### config.mk
export PLATFORM = sky130hd
export DESIGN_NAME = pipeline_hazard_unit
export DESIGN_NICKNAME = d
export VERILOG_FILES = /design/src/rtl/pipeline_hazard_unit.sv
export SDC_FILE = /design/constraint.sdc
export NUM_CORES = 1
export LEC_CHECK = 0
export ABC_AREA = 1
export CAP_MARGIN = 30
export CORE_ASPECT_RATIO = 0.8
export CORE_MARGIN = 5
export CORE_UTILIZATION = 45
export CTS_CLUSTER_SIZE = 14
export DETAILED_ROUTE_END_ITERATION = 8
export PLACE_DENSITY = 0.76
export SLEW_MARGIN = 40
export SYNTH_ARGS = -nofsm -noshare
export SYNTH_HDL_FRONTEND = slang
export SYNTH_SLANG_ARGS = --single-unit
### constraint.sdc
create_clock -name clk -period 2.6 [get_ports clk]
set_clock_uncertainty 0.15 [all_clocks]
set_input_delay 0.52 -clock clk [delete_from_list [all_inputs] [get_ports clk]]
set_output_delay 0.52 -clock clk [all_outputs]
set_load 0.05 [all_outputs]
### src/rtl/pipeline_hazard_unit.sv
// Pipeline hazard unit: scoreboard interlock, branch flush and data-memory freeze.
// Define FORWARDING_EN to enable EX/MEM/WB bypass selects and limit stalls to load-use.
//
// state  | meaning
// RUN    | pipeline advancing normally
// STALL  | DEC waits on an in-flight producer; bubble into EX
// FLUSH  | taken branch/JAL in EX; squash IF/DEC and DEC/EX
// FREEZE | data memory busy; everything holds, scoreboard included
module pipeline_hazard_unit (
    input  logic        clk,
    input  logic        rst_n,
    input  logic [3:0]  DEC_op,
    input  logic [3:0]  DEC_rs1,
    input  logic [3:0]  DEC_rs2,
    input  logic [3:0]  DEC_rd,
    input  logic        DEC_valid,
    input  logic        ex_br_taken,
    input  logic        mem_stall_req,
    output logic        pc_en,
    output logic        if_dec_en,
    output logic        dec_bubble,
    output logic        flush_if_dec,
    output logic [1:0]  fwd_a,
    output logic [1:0]  fwd_b,
    output logic [1:0]  hz_state,
    output logic [15:0] bubble_cnt
);

    localparam logic [3:0] OP_ALUR   = 4'd0;
    localparam logic [3:0] OP_ALUI   = 4'd1;
    localparam logic [3:0] OP_LWOP   = 4'd2;
    localparam logic [3:0] OP_SWOP   = 4'd3;
    localparam logic [3:0] OP_CMPR   = 4'd4;
    localparam logic [3:0] OP_CMPI   = 4'd5;
    localparam logic [3:0] OP_BRANCH = 4'd6;
    localparam logic [3:0] OP_JAL    = 4'd7;

    typedef enum logic [1:0] {
        RUN    = 2'b00,
        STALL  = 2'b01,
        FLUSH  = 2'b10,
        FREEZE = 2'b11
    } hz_state_t;

    hz_state_t state_q, state_d;

    logic writes_rd, reads_rs1, reads_rs2;

    always_comb begin
        writes_rd = 1'b0;
        reads_rs1 = 1'b0;
        reads_rs2 = 1'b0;
        case (DEC_op)
            OP_ALUR, OP_CMPR: begin
                writes_rd = 1'b1;
                reads_rs1 = 1'b1;
                reads_rs2 = 1'b1;
            end
            OP_ALUI, OP_LWOP, OP_CMPI, OP_JAL: begin
                writes_rd = 1'b1;
                reads_rs1 = 1'b1;
            end
            OP_SWOP, OP_BRANCH: begin
                reads_rs1 = 1'b1;
                reads_rs2 = 1'b1;
            end
            default: ;
        endcase
    end

    // Scoreboard index 0 = EX, 1 = MEM, 2 = WB.
    logic [2:0] sb_valid;
    logic [2:0] sb_load;
    logic [3:0] sb_rd [3];
    logic       sb_load_unused;

    assign sb_load_unused = sb_load[2];

    always_ff @(posedge clk or negedge rst_n) begin
        if (!rst_n) begin
            sb_valid <= '0;
            sb_load  <= '0;
            for (int i = 0; i < 3; i++) sb_rd[i] <= '0;
        end else if (!mem_stall_req) begin
            sb_valid <= {sb_valid[1:0], DEC_valid & writes_rd & ~dec_bubble};
            sb_load  <= {sb_load[1:0], DEC_op == OP_LWOP};
            sb_rd[2] <= sb_rd[1];
            sb_rd[1] <= sb_rd[0];
            sb_rd[0] <= DEC_rd;
        end
    end

    logic [2:0] dep_a, dep_b;

    always_comb begin
        dep_a = '0;
        dep_b = '0;
        for (int i = 0; i < 3; i++) begin
            dep_a[i] = sb_valid[i] & DEC_valid & reads_rs1 & (sb_rd[i] == DEC_rs1);
            dep_b[i] = sb_valid[i] & DEC_valid & reads_rs2 & (sb_rd[i] == DEC_rs2);
        end
    end

    logic data_hazard;

`ifdef FORWARDING_EN
    // With bypassing only a load still in EX cannot supply its result in time.
    assign data_hazard = (dep_a[0] | dep_b[0]) & sb_load[0];

    always_comb begin
        fwd_a = 2'b00;
        fwd_b = 2'b00;
        if (dep_a[2]) fwd_a = 2'b11;
        if (dep_a[1]) fwd_a = 2'b10;
        if (dep_a[0]) fwd_a = 2'b01;
        if (dep_b[2]) fwd_b = 2'b11;
        if (dep_b[1]) fwd_b = 2'b10;
        if (dep_b[0]) fwd_b = 2'b01;
    end
`else
    assign data_hazard = |(dep_a | dep_b);
    assign fwd_a       = 2'b00;
    assign fwd_b       = 2'b00;
`endif

    always_comb begin
        state_d      = RUN;
        pc_en        = 1'b1;
        if_dec_en    = 1'b1;
        dec_bubble   = 1'b0;
        flush_if_dec = 1'b0;
        if (!rst_n)             state_d = RUN;
        else if (mem_stall_req) state_d = FREEZE;
        else if (ex_br_taken)   state_d = FLUSH;
        else if (data_hazard)   state_d = STALL;
        case (state_d)
            FREEZE: begin
                pc_en     = 1'b0;
                if_dec_en = 1'b0;
            end
            FLUSH: begin
                dec_bubble   = 1'b1;
                flush_if_dec = 1'b1;
            end
            STALL: begin
                pc_en      = 1'b0;
                if_dec_en  = 1'b0;
                dec_bubble = 1'b1;
            end
            default: ;
        endcase
    end

    always_ff @(posedge clk or negedge rst_n) begin
        if (!rst_n) state_q <= RUN;
        else        state_q <= state_d;
    end

    assign hz_state = state_q;

    always_ff @(posedge clk or negedge rst_n) begin
        if (!rst_n)
            bubble_cnt <= '0;
        else if (dec_bubble && bubble_cnt != 16'hFFFF)
            bubble_cnt <= bubble_cnt + 16'd1;
    end

endmodule
==> results by group, run 1 <==
Clock network
  • Sinks on Clock Net: 33
  • Clk pin slew, worst setup/hold paths: 0.07 ns
  • CTS Root Buffer Type: clkbuf_8
  • Number of buffers created by CTS: 5
  • Later-pin clock latency in the skew report: 0.29 ns
  • Clock tree from TritonCTS: yes
  • Clk buf depth: 2
  • Number of H-tree branching levels: 2

GRT
  • Aggregate global routing overflow: 0
  • Antenna violations before repair: 0
  • Number of global-route vias before repair: ~2000
  • First-pass GRT wire length: 9.28 mm
  • Largest net degree at the start of global routing: 21
  • GRT Overall Usage: 19.3%

Cells and area
  • Antenna fix cells: 0
  • Synth-to-Final Area Change: 41.7%
  • Final Instance Count excl. Fillers: approximately 420
  • Area of the multi-input gates: 1100 um2
  • Number of nets in the finished design: 384
  • Fillers: 370
  • Fraction of layout cells with a size suffix above 1: 25.4%
  • Sequential cell area in the final layout: slightly above 800 um2
  • Fraction of the core area covered by cells at the end of the flow: 67.3%

Placed design
  • Inst Count DP: 402
  • Routability congestion estimate: 0.903
  • Number of buffer cells added on primary ports: 42
  • Detailed-placement wirelength estimate: approximately 4.0 mm

Hold path
  • Number of stages on the worst hold path: 2
  • Beginning of the worst hold path: sb_valid[2]$_DFFE_PN0N_
  • Class of the most critical hold timing path: reg -> reg
  • Endpoint of the worst hold-timing path: sb_valid[2]$_DFFE_PN0N_

Routing
  • Top routing layer in use: met4
  • WL/cell: about 13 um
  • Iteration count of the initial detailed-routing pass: 4
  • Post-detailed-route via-to-cell ratio: 4.79
  • Iteration-0 DRC Markers: 82
  • Detailed-route DRC error count: 0
  • Wire length on met1: 2.44 mm
  • Antenna Nets Post-Route: 0
  • Detailed Route WL: between 5 and 6 mm
  • Vias: roughly 2000
  • Met2 layer wire length in the routed design: 2.72 mm
  • Routed met3 length: 304 um

Synth
  • Dominant synthesized flop cell: dfrtp_1
  • Synthesized instance count: approximately 290
  • Area leader, netlist: dfrtp_1
  • Flip-flop and latch count after synthesis: 33
  • Leading cell types by count after synthesis: 122 x nand2_1, 39 x inv_1, 33 x dfrtp_1
  • Async set or reset register ratio after synthesis: 100%
  • Number of different library cells in the post-synthesis netlist: 23
  • Mapped Area: 2020 um2
  • Mean instance size in the synthesized netlist: 6.88 um2
  • Number of enable-type register cells in the synthesized netlist: 0
  • Main area contributors after synthesis: dfrtp_1 41%, nand2_1 23%, inv_1 7.2%
  • Top-count cell post-synth: nand2_1
  • Sequential area share after synthesis: 40.8%
  • Yosys warning count: 0
  • Portion of synthesized cell area occupied by the leading cell type: 40.8%

Power and ir drop
  • Largest voltage drop on the vdd net: roughly 450 uV
  • P per Cell Area: 687 nW/um2
  • Static Leak: around 1.4 nW

Critical path
  • Endpoint of the worst register-to-register path: bubble_cnt[4]$_DFFE_PN0P_
  • Setup slack of the most critical reg-to-reg path: 0.10 ns
  • Element type at the critical path end: output port
  • Startpoint type of the worst setup path: flop
  • Data required time at the worst endpoint: 1.93 ns
  • R2r startpoint: sb_rd[4]$_DFFE_PN0N_
  • Worst-case reg-to-reg path depth: 18
  • Endpoint arrival time on the critical path: approximately 2.1 ns
  • Crit path max fanout: 4
  • Critical setup path kind: reg -> out

STA
  • Final hold vios: 0
  • Peak clock frequency supported by timing: 361 MHz
  • Slew @ Worst Pin: about 0.5 ns
  • Final critical-path share of the clock period: 106%
  • Setup-failing EPs final: 1
  • Setup repair after global routing missed its margin: yes
  • Min Tclk post-route: 2.77 ns
  • Pins over their slew limit: 0
  • Final worst hold slack: 0.332 ns
  • Setup slack of the critical path after layout: -0.167 ns
  • Worst slew margin relative to its limit: 65.5%

Status
  • Violations in the final reports: negative setup slack
  • Result of the run: finished, violations left

Run
  • Total of max-cap violations: 0

Die
  • Effective utilization at floorplan: 47.5%
  • Floorplan die area: 5940 um2
  • Horizontal extent of the die: 84.9 um
  • Core outline area: 4260 um2
  • Cell Rows: 21
  • Die extent in y: 70.0 um
  • IO Pins: between 40 and 50
## how the worst max path moves through the flow
stage | start | endpoint | slack (ns) | cells after the start
CTS | sb_rd[6]$_DFFE_PN0N_ | dec_bubble | -0.18 | 14
finish | sb_rd[4]$_DFFE_PN0N_ | dec_bubble | -0.17 | 14
global placement | DEC_rs1[0] | dec_bubble | -0.56 | 15
floorplan | DEC_op[2] | bubble_cnt[13]$_DFFE_PN0P_ | 0.04 | 16
detailed placement | DEC_rs1[0] | dec_bubble | -0.59 | 15
global route | sb_rd[5]$_DFFE_PN0N_ | dec_bubble | -0.29 | 14
## worst max-delay path, cell delays in order, from the launching register on
cell and delay, ns:
dfrtp_1 0.41, inv_2 0.06, nand2_1 0.06, nand2_1 0.05
nor2_1 0.11, nand2_1 0.08, nor2_2 0.13, nor2_1 0.07
nand3_1 0.08, nand2_1 0.07, nand2_2 0.08, nand2_2 0.06
ha_4 0.28, clkinvlp_4 0.10, buf_12 0.16
## state kept, by name, summed over array words and instances, names as in the netlist
signal	cells
sb_valid	3
sb_rd	12
bubble_cnt	16
hz_state	2
## per-layer routing
| layer | track usage [%] | vias up |
|---|---|---|
| li1 | - | 1020 |
| met1 | 26.0 | 922 |
| met2 | 31.5 | 56 |
| met3 | 4.35 | 10 |
| met4 | 4.92 | 0 |
| met5 | 0 | - |
## area by class of cell
cell class | instances | area share (%)
clock buffer | 5 | 2.40
clock inverter | 3 | 2.27
inverter | 40 | 5.63
multi-input combinational | 216 | 38.3
sequential | 33 | 28.8
tap | 57 | 2.49
timing repair buffer | 65 | 20.1
## cells in the final DEF, fill, tap and decap left out, types with 4 or more instances in the layout
cell,n
clkdlybuf4s50_1,25
clkbuf_2,6
inv_2,14
nor2_2,11
xor2_1,12
buf_4,23
nand3_2,5
conb_1,4
clkbuf_8,5
dfrtp_1,33
o21ai_0,13
nor2_1,21
buf_2,5
xnor2_1,5
nand2_2,5
inv_1,24
nand2_1,117
nand3_1,6
buf_12,4
## per-stage QoR
stage | setup WS, ns | power (W) | setup TNS (ns) | instance area [um2]
after floorplan | 0.0369 | 0.00111 | 0 | 2040
after global placement | -0.564 | 0.00135 | -8.02 | 2630
after detailed placement | -0.590 | 0.00136 | -8.74 | 2630
after CTS | -0.175 | 0.00195 | -0.299 | 2870
after global routing | -0.294 | 0.00207 | -0.457 | 2870
final | -0.167 | 0.00197 | -0.167 | 2870
## logic make-up after synthesis
family	synth area share (%)
AND/OR/NAND/NOR	36.1
buffers and inverters	9.84
flip-flops	40.8
other	0.185
AO/OA/AOI/OAI	4.39
XOR/XNOR	7.36
adder cells (fa/ha/maj)	1.24
## report_power, final
group / total, W / internal [W] / leakage [nW] / switching [W]
Sequential: 0.000685 / 0.000591 / 0.410 / 0.0000948
Combinational: 0.000709 / 0.000253 / 0.961 / 0.000456
Clock: 0.000575 / 0.000381 / 0.0681 / 0.000194
Total: 0.00197 / 0.00122 / 1.44 / 0.000745
## timing repair
action / in CTS / in global routing
hold buffers: 0 / 0
pin swaps: 11 / 19
gates resized for setup: 38 / 43
buffers inserted: 11 / 2
setup endpoints to repair: 21 / 22
Note: power is estimated with default switching activity, not from simulation.
==> inputs of run 2 (changes only) <==
Settings changed: SETUP_SLACK_MARGIN from default to 0.4.
==> run 2 against run 1 <==
Against the previous run: the flow still finishes with violations (negative setup slack); critical path depth decreased by 2; total power grew 1.3%; worst setup slack improved by 0.037 ns; combinational power is 9.6% higher; critical endpoint unchanged; largest power group unchanged; highest routed layer unchanged.
==> results by group, run 2 (synthesis gave the netlist of run 1 again) <==
Clock network
  • Clk buf depth: 2
  • CTS Root Buffer Type: clkbuf_8
  • Clk pin slew, worst setup/hold paths: 0.07 ns
  • Later-pin clock latency in the skew report: 0.30 ns
  • Sinks on Clock Net: 33
  • Clock tree from TritonCTS: yes
  • Number of H-tree branching levels: 2
  • Number of buffers created by CTS: 5
  • Post-CTS Hold Fix Bufs: 0

Routing
  • Post-detailed-route via-to-cell ratio: 4.87
  • Iteration count of the initial detailed-routing pass: 4
  • Wire length on met1: ~2.4 mm
  • Top routing layer in use: met4
  • Met2 layer wire length in the routed design: 2.98 mm
  • Iteration-0 DRC Markers: 125
  • Detailed-route DRC error count: 0
  • Vias: 2062
  • Routed met3 length: 244 um
  • Detailed Route WL: about 5.7 mm
  • WL/cell: 13.4 um
  • Antenna Nets Post-Route: 0

Critical path
  • R2r startpoint: sb_rd[7]$_DFFE_PN0N_
  • Startpoint type of the worst setup path: flop
  • Crit path max fanout: 4
  • Critical-path cell with the highest stage delay: dfrtp_1
  • Worst-case reg-to-reg path depth: 18
  • Cell family with the largest share of critical-path delay: simple AND/OR/NAND/NOR gates
  • Setup slack of the most critical reg-to-reg path: -0.12 ns
  • Most frequent cell on the critical path: nand2_2
  • Data required time at the worst endpoint: 1.93 ns
  • Endpoint of the worst register-to-register path: bubble_cnt[8]$_DFFE_PN0P_
  • Critical setup path kind: reg -> out
  • Ordered cell list for the critical path: xor2_1 > nor2_2 > nand2_1 > nor2_1 > nor2_1 > nand3_1 > nand2_2 > nand2_2 > nand2_2 > ha_4 > clkinvlp_4 > buf_12
  • Endpoint arrival time on the critical path: 2.06 ns
  • CP bufs+invs: 2
  • Crit-path max cell delay: 0.42 ns
  • Element type at the critical path end: output port

STA
  • Accumulated negative setup slack: -0.984 ns
  • Worst slew margin relative to its limit: roughly 66%
  • Pins over their slew limit: 0
  • Peak clock frequency supported by timing: between 300 and 400 MHz
  • Setup slack of the critical path after layout: -0.130 ns
  • Setup-failing EPs final: 15
  • Final worst hold slack: 0.366 ns
  • Setup repair after global routing missed its margin: yes
  • Slew @ Worst Pin: ~0.5 ns
  • Final critical-path share of the clock period: 105%
  • Min Tclk post-route: 2.73 ns
  • Final hold vios: 0

Cells and area
  • Antenna fix cells: 0
  • Largest registers: bubble_cnt (16), sb_rd (12), sb_valid (3)
  • Max FFs per register: 16
  • Final Instance Count excl. Fillers: 423
  • Most common cell after layout, fill and taps aside: nand2_1
  • Fraction of layout cells with a size suffix above 1: about 28%
  • Synth-to-Final Area Change: 50.7%
  • Number of nets in the finished design: ~390
  • Sequential cell area in the final layout: 826 um2
  • Area of the multi-input gates: 1200 um2
  • Largest Register: bubble_cnt
  • Fillers: approximately 340
  • Leading cell types in the layout, fill and taps excluded: 110 x nand2_1, 33 x dfrtp_1, 25 x inv_1

Die
  • Cell Rows: 21
  • Core outline area: between 4000 and 5000 um2
  • Die extent in y: 70.0 um
  • Effective utilization at floorplan: a little under half
  • IO Pins: 47
  • Horizontal extent of the die: 84.9 um
  • Floorplan die area: around 5900 um2

Placed design
  • Inst Count DP: 402
  • Number of buffer cells added on primary ports: 42
  • Detailed-placement wirelength estimate: around 3.8 mm
  • Routability congestion estimate: approximately 0.82

GRT
  • Antenna violations before repair: 0
  • Largest net degree at the start of global routing: 30
  • Number of global-route vias before repair: 2059
  • First-pass GRT wire length: just over 9 mm
  • GRT Overall Usage: 19.0%
  • Aggregate global routing overflow: 0

Hold path
  • Class of the most critical hold timing path: reg -> reg
  • Endpoint of the worst hold-timing path: sb_valid[2]$_DFFE_PN0N_
  • Number of stages on the worst hold path: 2
  • Beginning of the worst hold path: sb_valid[2]$_DFFE_PN0N_

Status
  • Result of the run: finished, violations left
  • Violations in the final reports: negative setup slack

Power and ir drop
  • P per Cell Area: around 650 nW/um2
  • Static Leak: approximately 1.6 nW
  • Largest voltage drop on the vdd net: just over 700 uV

Run
  • Total of max-cap violations: 0
run 2: timing repair:
action / 4_1_cts / 5_1_grt
endpoints found under the setup margin: 35 / 23
pin swaps: 20 / 13
gates cloned: 0 / 0
buffers inserted: 6 / 7
gates resized for setup: 85 / 33
run 2: power breakdown:
group          total, W  internal [W]  switching (W)
registers      0.000691      0.000590       0.000100
logic          0.000777      0.000287       0.000490
clock network  0.000526      0.000312       0.000214
total           0.00199       0.00119       0.000805
run 2: final cells by class:
cell class | instances | area share [%]
clock inverter | 2 | 1.23
tap | 57 | 2.34
clock buffer | 6 | 2.71
sequential | 33 | 27.1
multi-input combinational | 216 | 39.5
timing repair buffer | 69 | 21.7
inverter | 40 | 5.46
run 2: stage by stage:
step / setup WS [ns] / total power [W] / instance area [um2] / util (%)
2_1_floorplan: 0.145 / 0.00111 / 2060 / -
3_3_place_gp: -0.477 / 0.00135 / 2650 / 62.3
3_5_place_dp: -0.552 / 0.00137 / 2650 / 62.3
4_1_cts: -0.156 / 0.00191 / 2900 / 68.2
5_1_grt: -0.273 / 0.00209 / 3050 / 71.6
6_report: -0.130 / 0.00199 / 3050 / 71.6
run 2: layer usage:
metal  up-vias  global-route usage [%]
met5         -                       0
met4         0                    6.68
met1       969                    23.4
li1       1027                       -
met3         8                    4.94
met2        58                    31.9
run 2: worst max-delay path by stage:
stage | start | end | slack [ns] | cells after the start
4_1_cts | sb_rd[7]$_DFFE_PN0N_ | dec_bubble | -0.16 | 12
3_5_place_dp | DEC_rs2[0] | dec_bubble | -0.55 | 15
5_1_grt | sb_rd[7]$_DFFE_PN0N_ | bubble_cnt[8]$_DFFE_PN0P_ | -0.27 | 18
3_3_place_gp | DEC_rs1[1] | dec_bubble | -0.48 | 15
6_report | sb_rd[7]$_DFFE_PN0N_ | dec_bubble | -0.13 | 12
2_1_floorplan | DEC_rs2[2] | bubble_cnt[8]$_DFFE_PN0P_ | 0.15 | 15
run 2: worst min-delay path, stage by stage, from the launching register on:
cell     delay (ns)
dfrtp_1        0.36
nand2_1        0.06
nand2_1        0.07
